<file path="config.mk">
export PLATFORM = sky130hd
export DESIGN_NAME = hdmi_tx_config_seq
export DESIGN_NICKNAME = d
export VERILOG_FILES = /design/src/rtl/hdmi_tx_config_seq.sv
export SDC_FILE = /design/constraint.sdc
export NUM_CORES = 1
export LEC_CHECK = 0
export ABC_CLOCK_PERIOD_IN_PS = 4000
export CAP_MARGIN = 20
export CORE_MARGIN = 4
export CORE_UTILIZATION = 50
export CTS_BUF_LIST = sky130_fd_sc_hd__clkbuf_4 sky130_fd_sc_hd__clkbuf_8 sky130_fd_sc_hd__clkbuf_16
export CTS_CLUSTER_DIAMETER = 200
export DETAILED_ROUTE_END_ITERATION = 10
export PLACE_DENSITY_LB_ADDON = 0.25
export SLEW_MARGIN = 25
export SYNTH_ARGS = -nofsm -noshare
export SYNTH_HDL_FRONTEND = slang
export SYNTH_SLANG_ARGS = --single-unit
export TNS_END_PERCENT = 20
</file>
<file path="constraint.sdc">
create_clock -name clk -period 4 [get_ports clk]
set_input_delay 1.2 -clock clk [delete_from_list [all_inputs] [get_ports clk]]
set_output_delay 1.2 -clock clk [all_outputs]
set_load 0.005 [all_outputs]
</file>
<file path="src/rtl/hdmi_tx_config_seq.sv">
// hdmi_tx_config_seq
//   Brings up an ADV7513 HDMI transmitter. After a power-up delay it walks an
//   internal register table and issues one I2C write per entry to a byte-level
//   I2C master. NACKed writes are retried up to RETRY_MAX extra times. The
//   outcome is reported on cfg_done / cfg_error.
//
//   Optional build macro HDMI_CFG_HPD_REINIT_EN: once the sequence has finished
//   (done or error), a debounced hot-plug on hdmi_tx_int replays the table from
//   index 0 without the power-up wait. Without the macro, hdmi_tx_int is unused
//   and only rst leaves DONE/ERROR.
//
// Ports
//   clk            system clock
//   rst            synchronous, active-high reset
//   hdmi_tx_int    transmitter interrupt / hot-plug (already synchronised)
//   i2c_cmd_valid  write command pending (held until accepted)
//   i2c_cmd_ready  master accepts the command this cycle
//   i2c_cmd_data   {DEV_ADDR, reg, val}; zero while no command is pending
//   i2c_rsp_valid  one-cycle pulse, transaction finished
//   i2c_rsp_nack   qualified by i2c_rsp_valid, 1 = NACK
//   cfg_done       every entry written (sticky)
//   cfg_error      an entry ran out of retries (sticky)
//   cfg_index      current entry, or the failing entry after an error
//
// state   | meaning
// PWRUP   | power-up wait after reset
// ISSUE   | command presented, waiting for ready
// WAIT    | command accepted, waiting for the response pulse
// NEXT    | entry acknowledged, advance or finish
// DONE    | all entries written
// ERROR   | entry at cfg_index failed on every attempt
module hdmi_tx_config_seq #(
  parameter logic [6:0] DEV_ADDR     = 7'h39,
  parameter int         NUM_REGS     = 31,
  parameter int         RETRY_MAX    = 3,
  parameter int         PWRUP_CYCLES = 1_000_000,
  parameter int         HPD_DEBOUNCE = 500_000
) (
  input  logic        clk,
  input  logic        rst,
  input  logic        hdmi_tx_int,
  output logic        i2c_cmd_valid,
  input  logic        i2c_cmd_ready,
  output logic [22:0] i2c_cmd_data,
  input  logic        i2c_rsp_valid,
  input  logic        i2c_rsp_nack,
  output logic        cfg_done,
  output logic        cfg_error,
  output logic [7:0]  cfg_index
);

  localparam int PW = (PWRUP_CYCLES < 1) ? 1 : $clog2(PWRUP_CYCLES + 1);
  localparam int RW = (RETRY_MAX < 1) ? 1 : $clog2(RETRY_MAX + 1);
  localparam logic [PW-1:0] PWRUP_TC = PW'(PWRUP_CYCLES);
  localparam logic [RW-1:0] RETRY_TC = RW'(RETRY_MAX);
  localparam logic [7:0]    LAST_IDX = 8'(NUM_REGS - 1);

  typedef enum logic [2:0] {
    S_PWRUP, S_ISSUE, S_WAIT, S_NEXT, S_DONE, S_ERROR
  } state_t;

  state_t          state, state_nx;
  logic [PW-1:0]   wait_cnt, wait_cnt_nx;
  logic [RW-1:0]   retry_cnt, retry_cnt_nx;
  logic [7:0]      index_nx;
  logic [15:0]     table_entry;
  logic            hpd_fire;

  // Register table: {reg, val}
  always_comb begin
    case (cfg_index)
      8'd0:    table_entry = 16'h4110;  // power up the transmitter
      8'd1:    table_entry = 16'h9803;  // fixed register required by the part
      default: table_entry = 16'h0000;
    endcase
  end

  always_comb begin
    state_nx      = state;
    wait_cnt_nx   = wait_cnt;
    retry_cnt_nx  = retry_cnt;
    index_nx      = cfg_index;
    i2c_cmd_valid = 1'b0;
    case (state)
      S_PWRUP: begin
        // Leaves after PWRUP_CYCLES+1 cycles so that the first command is
        // visible exactly PWRUP_CYCLES+1 cycles after reset is released.
        if (wait_cnt == PWRUP_TC) state_nx = S_ISSUE;
        else                      wait_cnt_nx = wait_cnt + PW'(1);
      end
      S_ISSUE: begin
        i2c_cmd_valid = 1'b1;
        if (i2c_cmd_ready) state_nx = S_WAIT;
      end
      S_WAIT: begin
        if (i2c_rsp_valid) begin
          if (!i2c_rsp_nack) begin
            state_nx = S_NEXT;
          end else if (retry_cnt < RETRY_TC) begin
            retry_cnt_nx = retry_cnt + RW'(1);
            state_nx     = S_ISSUE;
          end else begin
            state_nx = S_ERROR;
          end
        end
      end
      S_NEXT: begin
        retry_cnt_nx = '0;
        if (cfg_index == LAST_IDX) begin
          state_nx = S_DONE;
        end else begin
          index_nx = cfg_index + 8'd1;
          state_nx = S_ISSUE;
        end
      end
      S_DONE, S_ERROR: begin
        if (hpd_fire) begin
          index_nx     = 8'd0;
          retry_cnt_nx = '0;
          state_nx     = S_ISSUE;
        end
      end
      default: state_nx = S_PWRUP;
    endcase
  end

  assign i2c_cmd_data = i2c_cmd_valid ? {DEV_ADDR, table_entry} : 23'd0;

  always_ff @(posedge clk) begin
    if (rst) begin
      state     <= S_PWRUP;
      wait_cnt  <= '0;
      retry_cnt <= '0;
      cfg_index <= 8'd0;
      cfg_done  <= 1'b0;
      cfg_error <= 1'b0;
    end else begin
      state     <= state_nx;
      wait_cnt  <= wait_cnt_nx;
      retry_cnt <= retry_cnt_nx;
      cfg_index <= index_nx;
      // Status flags trail the state by one cycle; a hot-plug replay clears
      // them on the same edge that leaves DONE/ERROR.
      cfg_done  <= (state == S_DONE)  && !hpd_fire;
      cfg_error <= (state == S_ERROR) && !hpd_fire;
    end
  end

`ifdef HDMI_CFG_HPD_REINIT_EN
  localparam int HW = (HPD_DEBOUNCE < 1) ? 1 : $clog2(HPD_DEBOUNCE + 1);
  localparam logic [HW-1:0] HPD_TC = HW'(HPD_DEBOUNCE - 1);

  logic [HW-1:0] hpd_cnt;
  logic          hpd_armed;
  logic          in_final;

  assign in_final = (state == S_DONE) || (state == S_ERROR);
  assign hpd_fire = in_final && hdmi_tx_int && hpd_armed && (hpd_cnt == HPD_TC);

  // hpd_armed forces hdmi_tx_int to drop before another replay can start.
  always_ff @(posedge clk) begin
    if (rst) begin
      hpd_cnt   <= '0;
      hpd_armed <= 1'b1;
    end else if (!hdmi_tx_int) begin
      hpd_cnt   <= '0;
      hpd_armed <= 1'b1;
    end else if (hpd_fire) begin
      hpd_cnt   <= '0;
      hpd_armed <= 1'b0;
    end else if (in_final && hpd_armed) begin
      hpd_cnt <= hpd_cnt + HW'(1);
    end else begin
      hpd_cnt <= '0;
    end
  end
`else
  localparam int unused_hpd_debounce = HPD_DEBOUNCE;
  logic unused_hpd_int;
  assign unused_hpd_int = hdmi_tx_int;
  assign hpd_fire       = 1'b0;
`endif

endmodule
</file>
# Word-level counts from Yosys, hierarchy flattened

Cells that the tools add are included.

Multiplexer cells: 14
Multiply operators: 0
Equality and inequality tests: 13
Reduce and logical (&&, ||, !) cells: 8
Bitwise logic cells: 3
Magnitude comparators: 1
Divide/modulo/power cells: 0
Add/subtract/negate cells: 3
Shift-type cells: 0

Operator list:

| cell                    | number |
|---|---|
| $pmux W16 S2            | 1 |
| $mux W22                | 1 |
| $add A20 B1 Y20 const B | 1 |
| $eq A20 B20 Y1 const B  | 1 |
| $mux W3                 | 6 |
| $pmux W3 S5             | 1 |
| $ne A2 B2 Y1 const B    | 5 |
| $add A8 B1 Y8 const B   | 1 |
| $eq A8 B1 Y1 const B    | 1 |
| $eq A8 B5 Y1 const B    | 1 |
| $logic_not A8 Y1        | 1 |
| $reduce_and A4 Y1       | 2 |
| $eq A3 B2 Y1 const B    | 2 |
| $eq A3 B3 Y1 const B    | 2 |
| $mux W2                 | 3 |
| $pmux W2 S2             | 1 |
| $reduce_and A2 Y1       | 2 |
| $eq A3 B1 Y1 const B    | 1 |
| $logic_not A3 Y1        | 1 |
| $not A1 Y1              | 3 |
| $add A2 B1 Y2 const B   | 1 |
| $lt A2 B2 Y1 const B    | 1 |
| $reduce_bool A2 Y1      | 1 |
| $reduce_or A2 Y1        | 1 |
| $mux W1                 | 1 |

Input bits: 6
RAM bits: 0
Latch bits: 0
Memories: 0
Register bits after elaboration: 35
ROM bits: 0

# Logic depth before layout (Yosys ltp)

Gate-level depths: netlist of the first run.

Word-level depth: 5
Mapped depth: 7
Depth with buffers taken out: 7

# Worst setup path after synthesis of the first run

OpenSTA, ideal clock, no wires.

Kind: register -> output
Start: register state[1]
End: output i2c_cmd_data[11]
Stages on the path, launching flop included: 8
Arrival time: 1.505 ns
Buffers on the path: 2
Setup slack: 1.295 ns
Cells stage by stage: dfxtp_1 > buf_2 > nand2b_1 > nor2_1 > nand2_1 > nor4_1 > and2_1 > buf_4

Cells in the longest elaborated chain, start to end: 3

Ends and longest elaborated chain:

| item                   | RTL line | text |
|---|---|---|
| start, declared        | 62       | `state_t state, state_nx;` |
| start signal, assigned | 138      | `state <= state_nx;` |
| $eq A3 B1 Y1           | 84       | `case (state)` |
| $mux W1                | 84       |  |
| via i2c_cmd_valid      | 42       | `output logic i2c_cmd_valid,` |
| $mux W22               | 127      | `assign i2c_cmd_data = i2c_cmd_valid ? {DEV_ADDR, table_entry} : 23'd0;` |
| end, declared          | 44       | `output logic [22:0] i2c_cmd_data,` |

The timed path passes the listed nets, and every way through them passes these cells.

# Worst setup path after layout of the first run

Start: register state[0]
End: output i2c_cmd_data[1]

Cells in the longest elaborated chain, start to end: 3

Ends and longest elaborated chain:

| item         | RTL line |
|---|---|
| $eq A3 B1 Y1 | 84 |
| $mux W1      | 84 |
| $mux W22     | 127 |

No other way between the ends.

==> flow_metrics.py, run 1 <==
metrics = {
    "status": {
        "status": "completed",
    },
    "clocking": {
        "clk_pin_slew_ns": 0.07,
        "cts_tree": "done",
        "cts_buffer_depth": 2,
        "htreeDepth": 2,
        "cts_buffers": 5,
        "clock_latency_ns": 0.28,
        "cts_setup_buffers": 0,
        "clockRootBuffer": "clkbuf_8",
        "postCtsHoldBufs": 0,
        "post_cts_resized": 0,
        "cts.sink_count": 35,
    },
    "die": {
        "die_y_um": 70.84,
        "coreArea_mm2": 0.003744,
        "initial_core_util": 0.5274,
        "dieArea_mm2": 0.005018,
        "die_x_um": 70.84,
        "rows": 22,
        "io_pins": 40,
    },
    "critical_path": {
        "r2r-start": "state[0]",
        "cp.arrival_ns": 2.34,
        "critPathKind": "register to output pin",
        "slowest_stage": "dfxtp_1",
        "cp-end-kind": "output pin",
        "endpoint": "i2c_cmd_data[1]",
        "worst_setup_path_start_kind": "register",
        "cp_max_fo": 12,
        "regToRegSetupSlack_ns": 1.83,
        "crit_start": "state[0]",
        "worstPathRequired_ns": 2.80,
        "r2r_end": "wait_cnt[9]",
        "worst_path_largest_cell_delay_ns": 0.54,
        "r2r_cells": 4,
        "crit_chain": "nand2b_1 -> nor2_1 -> nand2_1 -> nor4_1 -> and2_1 -> clkdlybuf4s50_1",
    },
    "yosys": {
        "synth_area_mm2": 0.001974,
        "synth_seq_area_share": 0.3549,
        "syn_area_per_cell_um2": 8.331,
        "ys_seq_elements": 35,
        "synth_cell_type_count": 44,
        "ys_warn_count": 0,
        "synth_cells": 237,
        "ys.flop_type": "dfxtp_1",
        "async_reset_ff_frac": 0,
        "synth_edf_count": 0,
    },
    "timing": {
        "fin_crit_sh": 0.8850,
        "setup_viol": 0,
        "timing_hold_violations_final": 0,
        "fin_worst_skew_ns": 0.007794,
        "setup_tns_ns": 0,
        "fmax_mhz": 282.5,
        "slew_violations": 0,
        "period_needed_ns": 3.540,
        "hold_ws_ns": 0.4655,
        "tightest_slew_ns": 0.6561,
        "slew_headroom": 0.5607,
        "rsz0062_at_grt": "no",
    },
    "final_layout": {
        "finalNetCount": 267,
        "drive_gt1_frac": 0.09412,
        "stdcell_count": 303,
        "diodes": 0,
        "syn_to_final_growth_pct": 14.70,
        "fillers": 353,
    },
    "global_routing": {
        "grt.busiest_layer": "met2",
        "met1_usage": 0.1873,
        "track_usage": 0.1488,
        "grt_util_met2": 0.2369,
        "grt_pass1_wl_um": 6127,
        "grt_max_degree": 42,
        "grt_overflow": 0,
        "grt_pass1_vias": 1411,
        "grt_antenna_before_repair": 0,
        "use_met3": 0.04403,
    },
    "routing": {
        "viasPerCell": 5.178,
        "wl_per_cell_um": 11.55,
        "firstDrtPassIters": 4,
        "initialDrtViolationCount": 104,
        "postRouteAntennaNets": 0,
        "wl_um": 3501,
        "drc": 0,
        "dr_total_vias": 1569,
    },
    "place": {
        "place_congestion": 0.7643,
        "placed_cells": 295,
        "dpl.hpwl_um": 2519,
        "io_buffers": 27,
    },
    "pwr": {
        "p_leak_nw": 0.8281,
        "peakVddDrop_uv": 293.3,
        "p_per_area_mw_per_mm2": 326.3,
    },
    "flow_run": {
        "cap_violations": 0,
    },
    "hold_path": {
        "hp-class": "register to register",
    },
}
==> worst min-delay path by stage <==
stage | startpoint | cells after the start | slack (ns) | endpoint
global placement | retry_cnt[1] | 2 | 0.45 | retry_cnt[1]
floorplan | retry_cnt[1] | 2 | 0.44 | retry_cnt[1]
CTS | retry_cnt[1] | 2 | 0.47 | retry_cnt[1]
detailed placement | retry_cnt[1] | 2 | 0.46 | retry_cnt[1]
finish | retry_cnt[1] | 2 | 0.47 | retry_cnt[1]
global route | retry_cnt[1] | 2 | 0.49 | retry_cnt[1]
==> power breakdown <==
part | leakage [nW] | internal, mW | switching (mW)
Sequential | 0.282 | 0.357 | 0.0112
Clock | 0.0549 | 0.164 | 0.120
Combinational | 0.491 | 0.0389 | 0.0484
Total | 0.828 | 0.560 | 0.179
==> layout by cell type, fill, tap and decap left out, types with 5 or more instances in the layout <==
cell type         n
nor3_1            7
nand2_1          13
clkbuf_8          7
nor2_1           31
nor2b_1           9
inv_1             8
mux2_2            6
conb_1           11
a21oi_1          12
o21ai_0           5
xor2_1           11
dfxtp_1          35
ha_1              7
nand4_1          12
clkdlybuf4s50_1  27
nand3_1           8
==> metrics by stage <==
step	instance area (um^2)	total power, mW	utilization	setup slack (ns)
final	2265	0.7390	0.6049	0.4602
after global routing	2265	0.7740	0.6049	0.1773
after CTS	2265	0.7500	0.6049	0.3878
after detailed placement	2161	0.4642	0.5772	0.7071
after global placement	2161	0.4623	0.5772	0.7276
after floorplan	2012	0.4452	-	1.295
==> state kept, by name, summed over array words and instances (netlist names) <==
signal and count:
wait_cnt 20, cfg_index 8, cfg_done 1, retry_cnt 2
cfg_error 1, state 3
==> cells by family (layout without fill, tap and decap cells) <==
kind of cell / Yosys count / count (layout) / share of synthesized area
and+or+nand+nor: 111 / 111 / 0.3086
adders and majority gates: 7 / 7 / 0.04436
AOI/OAI and AO/OA: 27 / 27 / 0.08238
buffers and inverters: 36 / 44 / 0.1109
DFF: 35 / 35 / 0.3549
other: 1 / 11 / 0.001899
muxes: 7 / 7 / 0.03929
xor gates and xnor gates: 13 / 13 / 0.05767
==> critical path: cells and delay by family, from the launching register on <==
| kind | cells | cell delay, ns |
|---|---|---|
| buffers and inverters | 1 | 0.52 |
| DFF | 1 | 0.54 |
| and+or+nand+nor | 5 | 0.99 |
==> per-layer routing <==
metal / up-vias / share of wire
met4: 0 / 0.016
li1: 826 / -
met3: 4 / 0.064
met1: 699 / 0.47
met5: - / 0
met2: 40 / 0.45
==> cells in the mapped netlist (3+ instances only) <==
cell | number | area share
ha_1 | 7 | 0.044
xor2_1 | 11 | 0.049
nand2_1 | 13 | 0.025
mux2_2 | 6 | 0.034
nand4_1 | 12 | 0.038
o31ai_1 | 3 | 0.011
buf_4 | 21 | 0.080
buf_2 | 3 | 0.0076
nor2b_1 | 9 | 0.029
and2_1 | 4 | 0.013
nor4_1 | 4 | 0.013
a21oi_1 | 12 | 0.030
nor3_1 | 7 | 0.018
inv_1 | 8 | 0.015
nor4b_1 | 3 | 0.013
nor2_1 | 31 | 0.059
dfxtp_1 | 35 | 0.35
or3_1 | 3 | 0.0095
nand3_1 | 8 | 0.020
o21ai_0 | 5 | 0.013
==> layout make-up <==
class,count,area [um^2],area share
flip-flops and latches,35,700.7,0.3094
well taps,48,60.06,0.02652
multi-input cells,176,1092,0.4823
repair buffers,28,277.8,0.1227
inverters,8,30.03,0.01326
clock buffers,8,103.9,0.04586
Note: power is estimated with default switching activity, not from simulation.
==> inputs of run 2 (changes only) <==
--- a/config.mk
+++ b/config.mk
@@ -8,7 +8,7 @@
 export ABC_CLOCK_PERIOD_IN_PS = 4000
 export CAP_MARGIN = 20
 export CORE_MARGIN = 4
-export CORE_UTILIZATION = 50
+export CORE_UTILIZATION = 55
 export CTS_BUF_LIST = sky130_fd_sc_hd__clkbuf_4 sky130_fd_sc_hd__clkbuf_8 sky130_fd_sc_hd__clkbuf_16
 export CTS_CLUSTER_DIAMETER = 200
 export DETAILED_ROUTE_END_ITERATION = 10
==> run 2 against run 1 <==
  * Clock skew grew 0.0028 ns
  * Core utilization grew 4.9 points
  * Via count grew 2.5%
  * Sequential power is essentially flat
  * Clock power shrank 30%
  * Combinational power grew 0.7%
  * Final cell count shrank 0.66%
  * Flip-flop and latch count is the same
==> flow_metrics.py, run 2 (synthesized netlist as in run 1, its figures left out) <==
metrics = {
    "status": {
        "status": "completed",
    },
    "clocking": {
        "postCtsHoldBufs": 0,
        "cts_tree": "done",
        "post_cts_resized": 0,
        "clock_latency_ns": 0.34,
        "clk_pin_slew_ns": 0.10,
        "cts_buffers": 5,
        "htreeDepth": 2,
        "cts_buffer_depth": 2,
        "cts_setup_buffers": 0,
        "cts.sink_count": 35,
        "clockRootBuffer": "clkbuf_4",
    },
    "final_layout": {
        "largest_reg_flops": 20,
        "design_area_mm2": 0.002216,
        "diodes": 0,
        "finalNetCount": 267,
        "post-route-util": 0.6537,
        "stdcell_count": 301,
        "syn_to_final_growth_pct": 12.23,
        "drive_gt1_frac": 0.09412,
        "final_common_cell": "dfxtp_1",
        "reg_top3": "wait_cnt: 20 flops, cfg_index: 8 flops, state: 3 flops",
        "regMostFlops": "wait_cnt",
        "layout_common_cells": "dfxtp_1, nor2_1, clkdlybuf4s50_1",
    },
    "critical_path": {
        "cp.arrival_ns": 2.42,
        "cp-end-kind": "output pin",
        "critPathKind": "register to output pin",
        "worstPathRequired_ns": 2.80,
        "worst_setup_path_start_kind": "register",
        "cp_max_fo": 12,
    },
    "die": {
        "io_pins": 40,
        "coreArea_mm2": 0.003390,
        "rows": 21,
        "die_y_um": 67.92,
        "dieArea_mm2": 0.004612,
        "die_x_um": 67.92,
        "initial_core_util": 0.5825,
    },
    "routing": {
        "dr_total_vias": 1609,
        "viasPerCell": 5.346,
        "postRouteAntennaNets": 0,
        "drc": 0,
        "firstDrtPassIters": 4,
        "wl_per_cell_um": 11.90,
        "initialDrtViolationCount": 82,
        "wl_um": 3583,
    },
    "global_routing": {
        "grt_antenna_before_repair": 0,
        "grt_pass1_vias": 1434,
        "grt_overflow": 0,
        "grt_max_degree": 42,
        "grt_pass1_wl_um": 5899,
        "track_usage": 0.1685,
    },
    "timing": {
        "fin_crit_sh": 0.9049,
        "timing_hold_violations_final": 0,
        "fmax_mhz": 276.3,
        "hold_ws_ns": 0.4813,
        "period_needed_ns": 3.620,
        "setup_tns_ns": 0,
        "setup_ws_ns": 0.3805,
        "rsz0062_at_grt": "no",
        "setup_viol": 0,
        "slew_headroom": 0.5571,
        "fin_worst_skew_ns": 0.01064,
        "slew_violations": 0,
        "tightest_slew_ns": 0.6615,
    },
    "place": {
        "placed_cells": 293,
        "place_congestion": 0.7741,
        "placed_cell_area_mm2": 0.002158,
        "dpl.hpwl_um": 2616,
        "preCtsSetupSlack_ns": 0.7065,
        "io_buffers": 27,
    },
    "hold_path": {
        "hp-class": "register to register",
    },
    "pwr": {
        "power.total_uw": 653.2,
        "p_leak_nw": 0.8093,
        "peakVddDrop_uv": 275.2,
        "p_per_area_mw_per_mm2": 294.8,
    },
    "flow_run": {
        "cap_violations": 0,
    },
}
run 2: cell count changes in the layout (fill, tap and decap cells not counted), sizes merged:
cell    delta
clkinv     +1
clkbuf     -1
run 2: final timing paths:
kind / from / to / slack [ns] / depth (start not counted)
setup / recovery: state[0] / i2c_cmd_data[1] / 0.38 / 6
hold reg to reg: retry_cnt[1] / retry_cnt[1] / 0.48 / 2
hold / removal: retry_cnt[1] / retry_cnt[1] / 0.48 / 2
setup reg to reg: state[0] / wait_cnt[10] / 1.80 / 4
run 2: final cells by class:
class / count / area, um^2
timing repair buffer: 28 / 277.8
inverter: 8 / 30.03
sequential: 35 / 700.7
clock buffer: 7 / 52.55
tap: 46 / 57.56
multi-input combinational: 176 / 1092
clock inverter: 1 / 5.005
fill: 294 / 1174
run 2: report_power, final:
part	leakage, nW	total, mW	switching, mW	internal (mW)
Clock	0.0361	0.197	0.115	0.0821
Sequential	0.282	0.368	0.0113	0.357
Combinational	0.491	0.0878	0.0492	0.0386
Total	0.809	0.653	0.176	0.478
run 2: per-layer routing:
metal,up-vias,routed length [um],global-route usage,share of wire
met2,38,1716,0.3026,0.48
met1,735,1576,0.1833,0.44
li1,830,-,-,-
met3,6,239,0.05747,0.067
met4,0,51,0.05955,0.014
met5,-,0,0,0
run 2: critical path, stage by stage, from the launching register on:
cell and delay (ns):
dfxtp_1 0.55, nand2b_1 0.17, nor2_1 0.28, nand2_1 0.10, nor4_1 0.23, and2_1 0.24, clkdlybuf4s50_1 0.52
